==> src/rtl/bcdbin_arbiter.sv <==
// Round-robin arbiter sharing one 2-digit BCD-to-binary converter between N requesters.
// Latches and validates the granted digits, runs the converter handshake, returns result or error.
module bcdbin_arbiter #(
   parameter int N       = 4,
   parameter int TIMEOUT = 32
) (
   input  logic           clk,
   input  logic           rst_n,
   input  logic [N-1:0]   req,
   input  logic [4*N-1:0] dig1_in,
   input  logic [4*N-1:0] dig0_in,
   output logic [N-1:0]   ack,
   output logic [N-1:0]   rsp_valid,
   output logic [6:0]     rsp_bin,
   output logic           rsp_err,
   output logic           busy,
   output logic           conv_start,
   output logic [3:0]     conv_dig1,
   output logic [3:0]     conv_dig0,
   input  logic           conv_ready,
   input  logic           conv_done_tick,
   input  logic [6:0]     conv_bin
);

   localparam int IDW = (N > 1) ? $clog2(N) : 1;
   localparam int CW  = $clog2(TIMEOUT);

   typedef enum logic [1:0] {IDLE, ISSUE, WAIT, RESP} state_t;

   state_t         state;
   logic [IDW-1:0] ptr;
   logic [IDW-1:0] gnt;
   logic [CW-1:0]  cnt;
   logic           err_pend;

   logic [2*N-1:0] rot;
   logic           found;
   logic [IDW-1:0] sel;
   logic [IDW-1:0] sel_next;
   logic [3:0]     sel_d1;
   logic [3:0]     sel_d0;
   logic           sel_bad;
   int             pos;

   // Rotate requests so bit 0 is the pointer position, then take the lowest set bit.
   always_comb begin
      rot   = {req, req} >> ptr;
      found = 1'b0;
      sel   = '0;
      pos   = 0;
      for (int i = 0; i < N; i++) begin
         if (!found && rot[i]) begin
            found = 1'b1;
            pos   = int'(ptr) + i;
            if (pos >= N) pos = pos - N;
            sel   = IDW'(pos);
         end
      end
      sel_next = (sel == IDW'(N - 1)) ? '0 : sel + IDW'(1);
      sel_d1   = '0;
      sel_d0   = '0;
      for (int i = 0; i < N; i++) begin
         if (sel == IDW'(i)) begin
            sel_d1 = dig1_in[4*i +: 4];
            sel_d0 = dig0_in[4*i +: 4];
         end
      end
      sel_bad = (sel_d1 > 4'd9) || (sel_d0 > 4'd9);
   end

   assign conv_start = (state == ISSUE) && conv_ready;

   // An invalid-digit grant spends one extra RESP cycle so its response trails the ack by one cycle.
   always_ff @(posedge clk or negedge rst_n) begin
      if (!rst_n) begin
         state     <= IDLE;
         ptr       <= '0;
         gnt       <= '0;
         cnt       <= '0;
         err_pend  <= 1'b0;
         ack       <= '0;
         rsp_valid <= '0;
         rsp_bin   <= '0;
         rsp_err   <= 1'b0;
         busy      <= 1'b0;
         conv_dig1 <= '0;
         conv_dig0 <= '0;
      end else begin
         ack       <= '0;
         rsp_valid <= '0;
         case (state)
            IDLE: begin
               if (found) begin
                  gnt       <= sel;
                  ack[sel]  <= 1'b1;
                  ptr       <= sel_next;
                  conv_dig1 <= sel_d1;
                  conv_dig0 <= sel_d0;
                  busy      <= 1'b1;
                  if (sel_bad) begin
                     err_pend <= 1'b1;
                     state    <= RESP;
                  end else begin
                     state    <= ISSUE;
                  end
               end
            end
            ISSUE: begin
               if (conv_ready) begin
                  cnt   <= '0;
                  state <= WAIT;
               end
            end
            WAIT: begin
               cnt <= cnt + CW'(1);
               if (conv_done_tick) begin
                  rsp_valid[gnt] <= 1'b1;
                  rsp_bin        <= conv_bin;
                  rsp_err        <= 1'b0;
                  state          <= RESP;
               end else if (cnt == CW'(TIMEOUT - 1)) begin
                  rsp_valid[gnt] <= 1'b1;
                  rsp_bin        <= '0;
                  rsp_err        <= 1'b1;
                  state          <= RESP;
               end
            end
            RESP: begin
               if (err_pend) begin
                  err_pend       <= 1'b0;
                  rsp_valid[gnt] <= 1'b1;
                  rsp_bin        <= '0;
                  rsp_err        <= 1'b1;
               end else begin
                  busy  <= 1'b0;
                  state <= IDLE;
               end
            end
            default: begin
               busy  <= 1'b0;
               state <= IDLE;
            end
         endcase
      end
   end

endmodule
==> config.mk <==
export PLATFORM = sky130hd
export DESIGN_NAME = bcdbin_arbiter
export DESIGN_NICKNAME = d
export VERILOG_FILES = /design/src/rtl/bcdbin_arbiter.sv
export SDC_FILE = /design/constraint.sdc
export NUM_CORES = 1
export LEC_CHECK = 0
export ABC_AREA = 1
export BUFFER_PORTS_ARGS = -buffer_cell sky130_fd_sc_hd__buf_2
export CAP_MARGIN = 20
export CORE_MARGIN = 8
export CORE_UTILIZATION = 25
export CTS_BUF_LIST = sky130_fd_sc_hd__clkbuf_16
export DETAILED_ROUTE_END_ITERATION = 6
export PLACE_DENSITY_LB_ADDON = 0.3
export REMOVE_ABC_BUFFERS = 1
export SYNTH_ARGS = -nofsm -noshare
export SYNTH_HDL_FRONTEND = slang
export SYNTH_SLANG_ARGS = --single-unit
==> constraint.sdc <==
create_clock -name clk -period 5.7 [get_ports clk]
set_clock_uncertainty 0.1 [all_clocks]
set_input_delay 0.285 -clock clk [delete_from_list [all_inputs] [get_ports clk]]
set_output_delay 0.285 -clock clk [all_outputs]
set_load 0.05 [all_outputs]
### Word level (Yosys, flattened, before mapping)

Index checks and enable logic that the tools add are counted.

* bits in registers: 37
* bits of input ports: 47
* output and inout bits: 26
* logic and storage cells: 120

* add/sub/neg operators: 9
* order comparisons: 10
* equal/unequal tests: 13
* shift-type cells: 1
* multiplexer cells: 54
* reduce and logical (&&, ||, !) cells: 21

Operators by type and width (number)
* 4-bit two-way mux: 13
* 2-bit two-way mux: 15
* 7-bit two-way mux: 3
* 7-bit one-hot mux with 2 select lines: 1
* 1-bit two-way mux: 13
* 2-bit inequality test, second input constant: 5
* 5-bit one-hot mux with 2 select lines: 1
* 3-bit greater-or-equal comparator, second input constant: 3
* 3-bit AND reduction: 3
* 2-bit equality test, second input constant: 4
* 4-bit greater-than comparator, second input constant: 2
* 2-bit one-hot mux with 4 select lines: 1
* 4-bit one-hot mux with 2 select lines: 1
* 8-bit by 2-bit >> shifter with 4-bit output: 1
* 2-bit by 1-bit subtractor with 2-bit output, second input constant: 4
* 2-bit by 2-bit adder with 3-bit output, second input constant: 2
* 1-bit logical AND: 6
* 2-bit by 3-bit less-than comparator with 1-bit output, second input constant: 2
* 1-bit one-hot mux with 2 select lines: 3
* 2-bit nonzero test: 3
* 5-bit by 1-bit adder with 5-bit output, second input constant: 1
* 5-bit equality test, second input constant: 1
* 5-bit two-way mux: 1
* 1-bit demux with 2-bit select: 2
* other kinds (11): 17

### Logic depth before layout (Yosys ltp)

* word-level depth: 21
* mapped depth: 24
* gate-level depth less buffers: 23

### Worst setup path before layout

No wires, ideal clock.

* path kind: reg2reg
* from: register ptr[0]
* to: register err_pend
* setup time: 0.116 ns
* arrival: 2.384 ns
* data required time: 5.484 ns
* slack: 3.100 ns
* cell stages (with the launch flop): 24
* buffers on the path: 2
* period minus slack after synthesis: 2.600 ns
* cell sequence: dfrtp_1 buf_6 nand2_1 nand2_1 nand2_1 nand2_1 o21bai_1 inv_1 nand2_1 nand2_1 a21oi_2 inv_1 ha_1 inv_1 buf_2 nand2_1 o21ai_0 nand2_1 nand2_1 nand2_1 nand2_1 nand2_1 nand2_1 nand2_1

* cells in the longest elaborated chain, start to end: 20
* elaborated cells between the ends (all ways): 48
* classes of those cells: add/sub: 7; order compare: 6; eq/ne: 5; shift: 1; mux: 20; reduce/logical: 9

RTL lines
* from (decl): RTL line 31 `logic [IDW-1:0] ptr;`
* from (signal assigned): RTL line 96 `ptr <= sel_next;`
* branches (longest 10 deep; another with 2-bit by 1-bit adder with 3-bit output)
* 2-bit two-way mux (*): RTL line 52 `if (!found && rot[i]) begin`
* via sel[0]: RTL line 38 `logic [IDW-1:0] sel;`
* 2-bit zero test: RTL line 63 `if (sel == IDW'(i)) begin`
* 4-bit two-way mux (4 in series): RTL line 63
* 4-bit greater-than comparator: RTL line 68 `sel_bad = (sel_d1 > 4'd9) || (sel_d0 > 4'd9);`
* 1-bit logical OR (*): RTL line 68
* 2-bit inequality test (no line) (*)
* 3-bit AND reduction (no line) (*)
* to (signal assigned): RTL line 80 `err_pend <= 1'b0;`
* to (signal assigned): RTL line 101 `err_pend <= 1'b1;`
* to (signal assigned): RTL line 130 `err_pend <= 1'b0;`
* to (decl): RTL line 34 `logic err_pend;`

Mark *: on every way through the listed nets, which the timed path passes.
A chain may end at the register's enable or synchronous reset.

### Final worst setup path

Ends and elaborated chain as after synthesis.

==> impl_metrics.env <==
export IMPL_synthFlopType="dfrtp_1"
export IMPL_postCtsSetupBuffers=0
export IMPL_hpwl_mm=4.56
export IMPL_setup_violations=0
export IMPL_worst_slack_ns=2.57
export IMPL_num_rows=34
export IMPL_yosysMostFrequentCell="nand2_1"
export IMPL_cp_max_fo=11
export IMPL_antenna_cells=0
export IMPL_maxCapViolCount=0
export IMPL_finalNetCount=409
export IMPL_worstHoldPathType="in2async"
export IMPL_cts_tree="yes"
export IMPL_hold_violations=0
export IMPL_crit_required_ns=5.77
export IMPL_synth_top_area_share_pct=43.1
export IMPL_final_max_slew_viol_count=0
export IMPL_tns_ns=0
export IMPL_cts_root_buf="clkbuf_16"
export IMPL_cts_resized=0
export IMPL_grt_ovfl_total=0
export IMPL_period_share_pct=54.9
export IMPL_antenna_found_initial=0
export IMPL_start_util_pct=25.3
export IMPL_seq_area_frac_synth_pct=43.1
export IMPL_yosys_top_cells_area="dfrtp_1, nand2_1, ha_1"
export IMPL_crit_type="reg2reg"
export IMPL_cts_buffers=5
export IMPL_syn_area_per_cell_um2=7.73
export IMPL_grt_max_degree=38
export IMPL_vias=2024
export IMPL_pre_cts_slack_ns=2.57
export IMPL_grt_use_total_pct=10.2
export IMPL_clkTransAtPathRegs_ns=0.06
export IMPL_synth_async_reset_ratio_pct=100
export IMPL_yosys_top_cells_count="nand2_1, dfrtp_1, inv_1, nor2_1, nand3_1"
export IMPL_timing_rr_end="err_pend$_DFFE_PN0P_"
export IMPL_place_inst=452
export IMPL_first_global_vias=2189
export IMPL_crit_end="err_pend$_DFFE_PN0P_"
export IMPL_synth_edff_count=0
export IMPL_avgViaCountPerCell=4.40
export IMPL_ff2ff_path_depth=22
export IMPL_syn_to_final_growth_pct=27.5
export IMPL_syn_area_um2=2150
export IMPL_rsz0062_at_grt="no"
export IMPL_fin_cells=460
export IMPL_clockBufferDepth=2
export IMPL_drt_iter0_drc=127
export IMPL_start_kind="flip-flop"
export IMPL_wl_per_cell_um=12.4
export IMPL_min_period_ns=3.13
export IMPL_tightestPinTransition_ns=0.844
export IMPL_drc_errors=0
export IMPL_slew_headroom_pct=43.7
export IMPL_ys_seq_elements=37
export IMPL_ys_warnings_count=0
export IMPL_fmax_mhz=319
export IMPL_htreeDepth=2
export IMPL_clk_latency_ns=0.27
export IMPL_drive_above_1_share_pct=26.7
export IMPL_end_kind="flip-flop"
export IMPL_status="complete, no violations"
export IMPL_startpoint="ptr[0]$_DFFE_PN0P_"
export IMPL_clock_sinks=37
export IMPL_drt_total_wl_mm=5.70
export IMPL_cp_arrival_ns=3.20
export IMPL_synth_cell_type_count=30
export IMPL_cts_hold_buffers=0
export IMPL_io_pins=73
export IMPL_fp_dieH_um=109
export IMPL_dieWidth_um=109
export IMPL_r2r_start="ptr[0]$_DFFE_PN0P_"
export IMPL_dieArea_um2=11800
export IMPL_syn_inst=278
export IMPL_grt_pass1_wl_mm=9.86
export IMPL_r2r_slack_ns=2.57
export IMPL_numPortBuffers=72
export IMPL_synth_area_leader_cell="dfrtp_1"
export IMPL_core_area_um2=8510
export IMPL_ant_nets=0
export IMPL_dr_pass1_iters=4
export IMPL_gp_congestion=0.823
metrics by stage:
stage,util (%),hold slack [ns],cell area (µm²)
6_report,32.2,0.0133,2740
5_1_grt,32.2,0.0905,2740
4_1_cts,32.2,0.0548,2740
3_5_place_dp,30.5,0.354,2600
3_3_place_gp,30.5,0.333,2600
2_1_floorplan,-,-0.111,2100
layout by cell type, fill, tap and decap left out, types with 4 or more instances in the layout:
cell type,synthesis,layout
a21oi_1,13,13
a22o_1,9,9
buf_2,2,72
clkbuf_16,0,5
dfrtp_1,37,37
ha_1,11,11
inv_1,29,29
nand2_1,92,92
nand3_1,15,15
nor2_1,20,20
nor3_1,5,5
o211ai_1,4,4
o21ai_0,13,13
or2_2,4,4
state kept, by name, indices dropped and copies added, names as in the netlist:
signal,cells
ack,4
busy,1
cnt,5
conv_dig0,4
conv_dig1,4
err_pend,1
gnt,2
ptr,2
rsp_bin,7
rsp_err,1
rsp_valid,4
state,2
cell type report:
type                    count  area, µm²
inverters                  32        123
multi-input cells         203       1050
fillers                   916       5770
repair buffers             72        360
flip-flops and latches     37        926
well taps                 108        135
clock buffers               5        125
clock inverters             3       17.5
cell families (layout without fill, tap and decap cells):
group,after synthesis,count (layout),synth area share [%]
adder cells (fa/ha/maj),11,11,6.40
buffers and inverters,38,112,7.92
XOR/XNOR,1,1,0.408
AND/OR/NAND/NOR,144,144,28.5
flip-flops,37,37,43.1
AO/OA/AOI/OAI,47,47,13.7
per-layer routing:
| layer | vias to the layer above | track usage, % | share of wire, % |
|---|---|---|---|
| met3 | 6 | 4.02 | 9.2 |
| met1 | 894 | 12.8 | 49 |
| met5 | - | 0 | 0 |
| met2 | 77 | 16.0 | 41 |
| li1 | 1047 | - | - |
| met4 | 0 | 2.83 | 0.95 |
worst min-delay path by stage:
stage / depth (start not counted) / endpoint / from
6_report: 1 / rsp_bin[4]$_DFFE_PN0P_ / rst_n
5_1_grt: 1 / rsp_valid[2]$_DFF_PN0_ / rst_n
4_1_cts: 1 / rsp_bin[4]$_DFFE_PN0P_ / rst_n
3_5_place_dp: 1 / rsp_bin[5]$_DFFE_PN0P_ / rst_n
3_3_place_gp: 1 / rsp_bin[3]$_DFFE_PN0P_ / rst_n
2_1_floorplan: 0 / ack[0]$_DFF_PN0_ / rst_n
worst max-delay path, cell delays in order, from the launching register on:
cell and delay (ns):
dfrtp_1 0.53, inv_4 0.08, nand2_1 0.09, nand2_1 0.06
nand2_1 0.07, nand2_2 0.10, o21bai_1 0.19, inv_1 0.06
nand2_1 0.05, nand2_1 0.09, a21oi_2 0.17, inv_1 0.08
ha_1 0.29, inv_1 0.29, nand2_1 0.09, o21ai_0 0.20
nand2_1 0.09, nand2_1 0.08, nand2_1 0.07, nand2_1 0.08
nand2_1 0.05, nand2_1 0.05, nand2_1 0.05
Power is left out: the tool's default activity adds up to more than one toggle a clock period on the data nets, which glitch-free logic cannot reach.
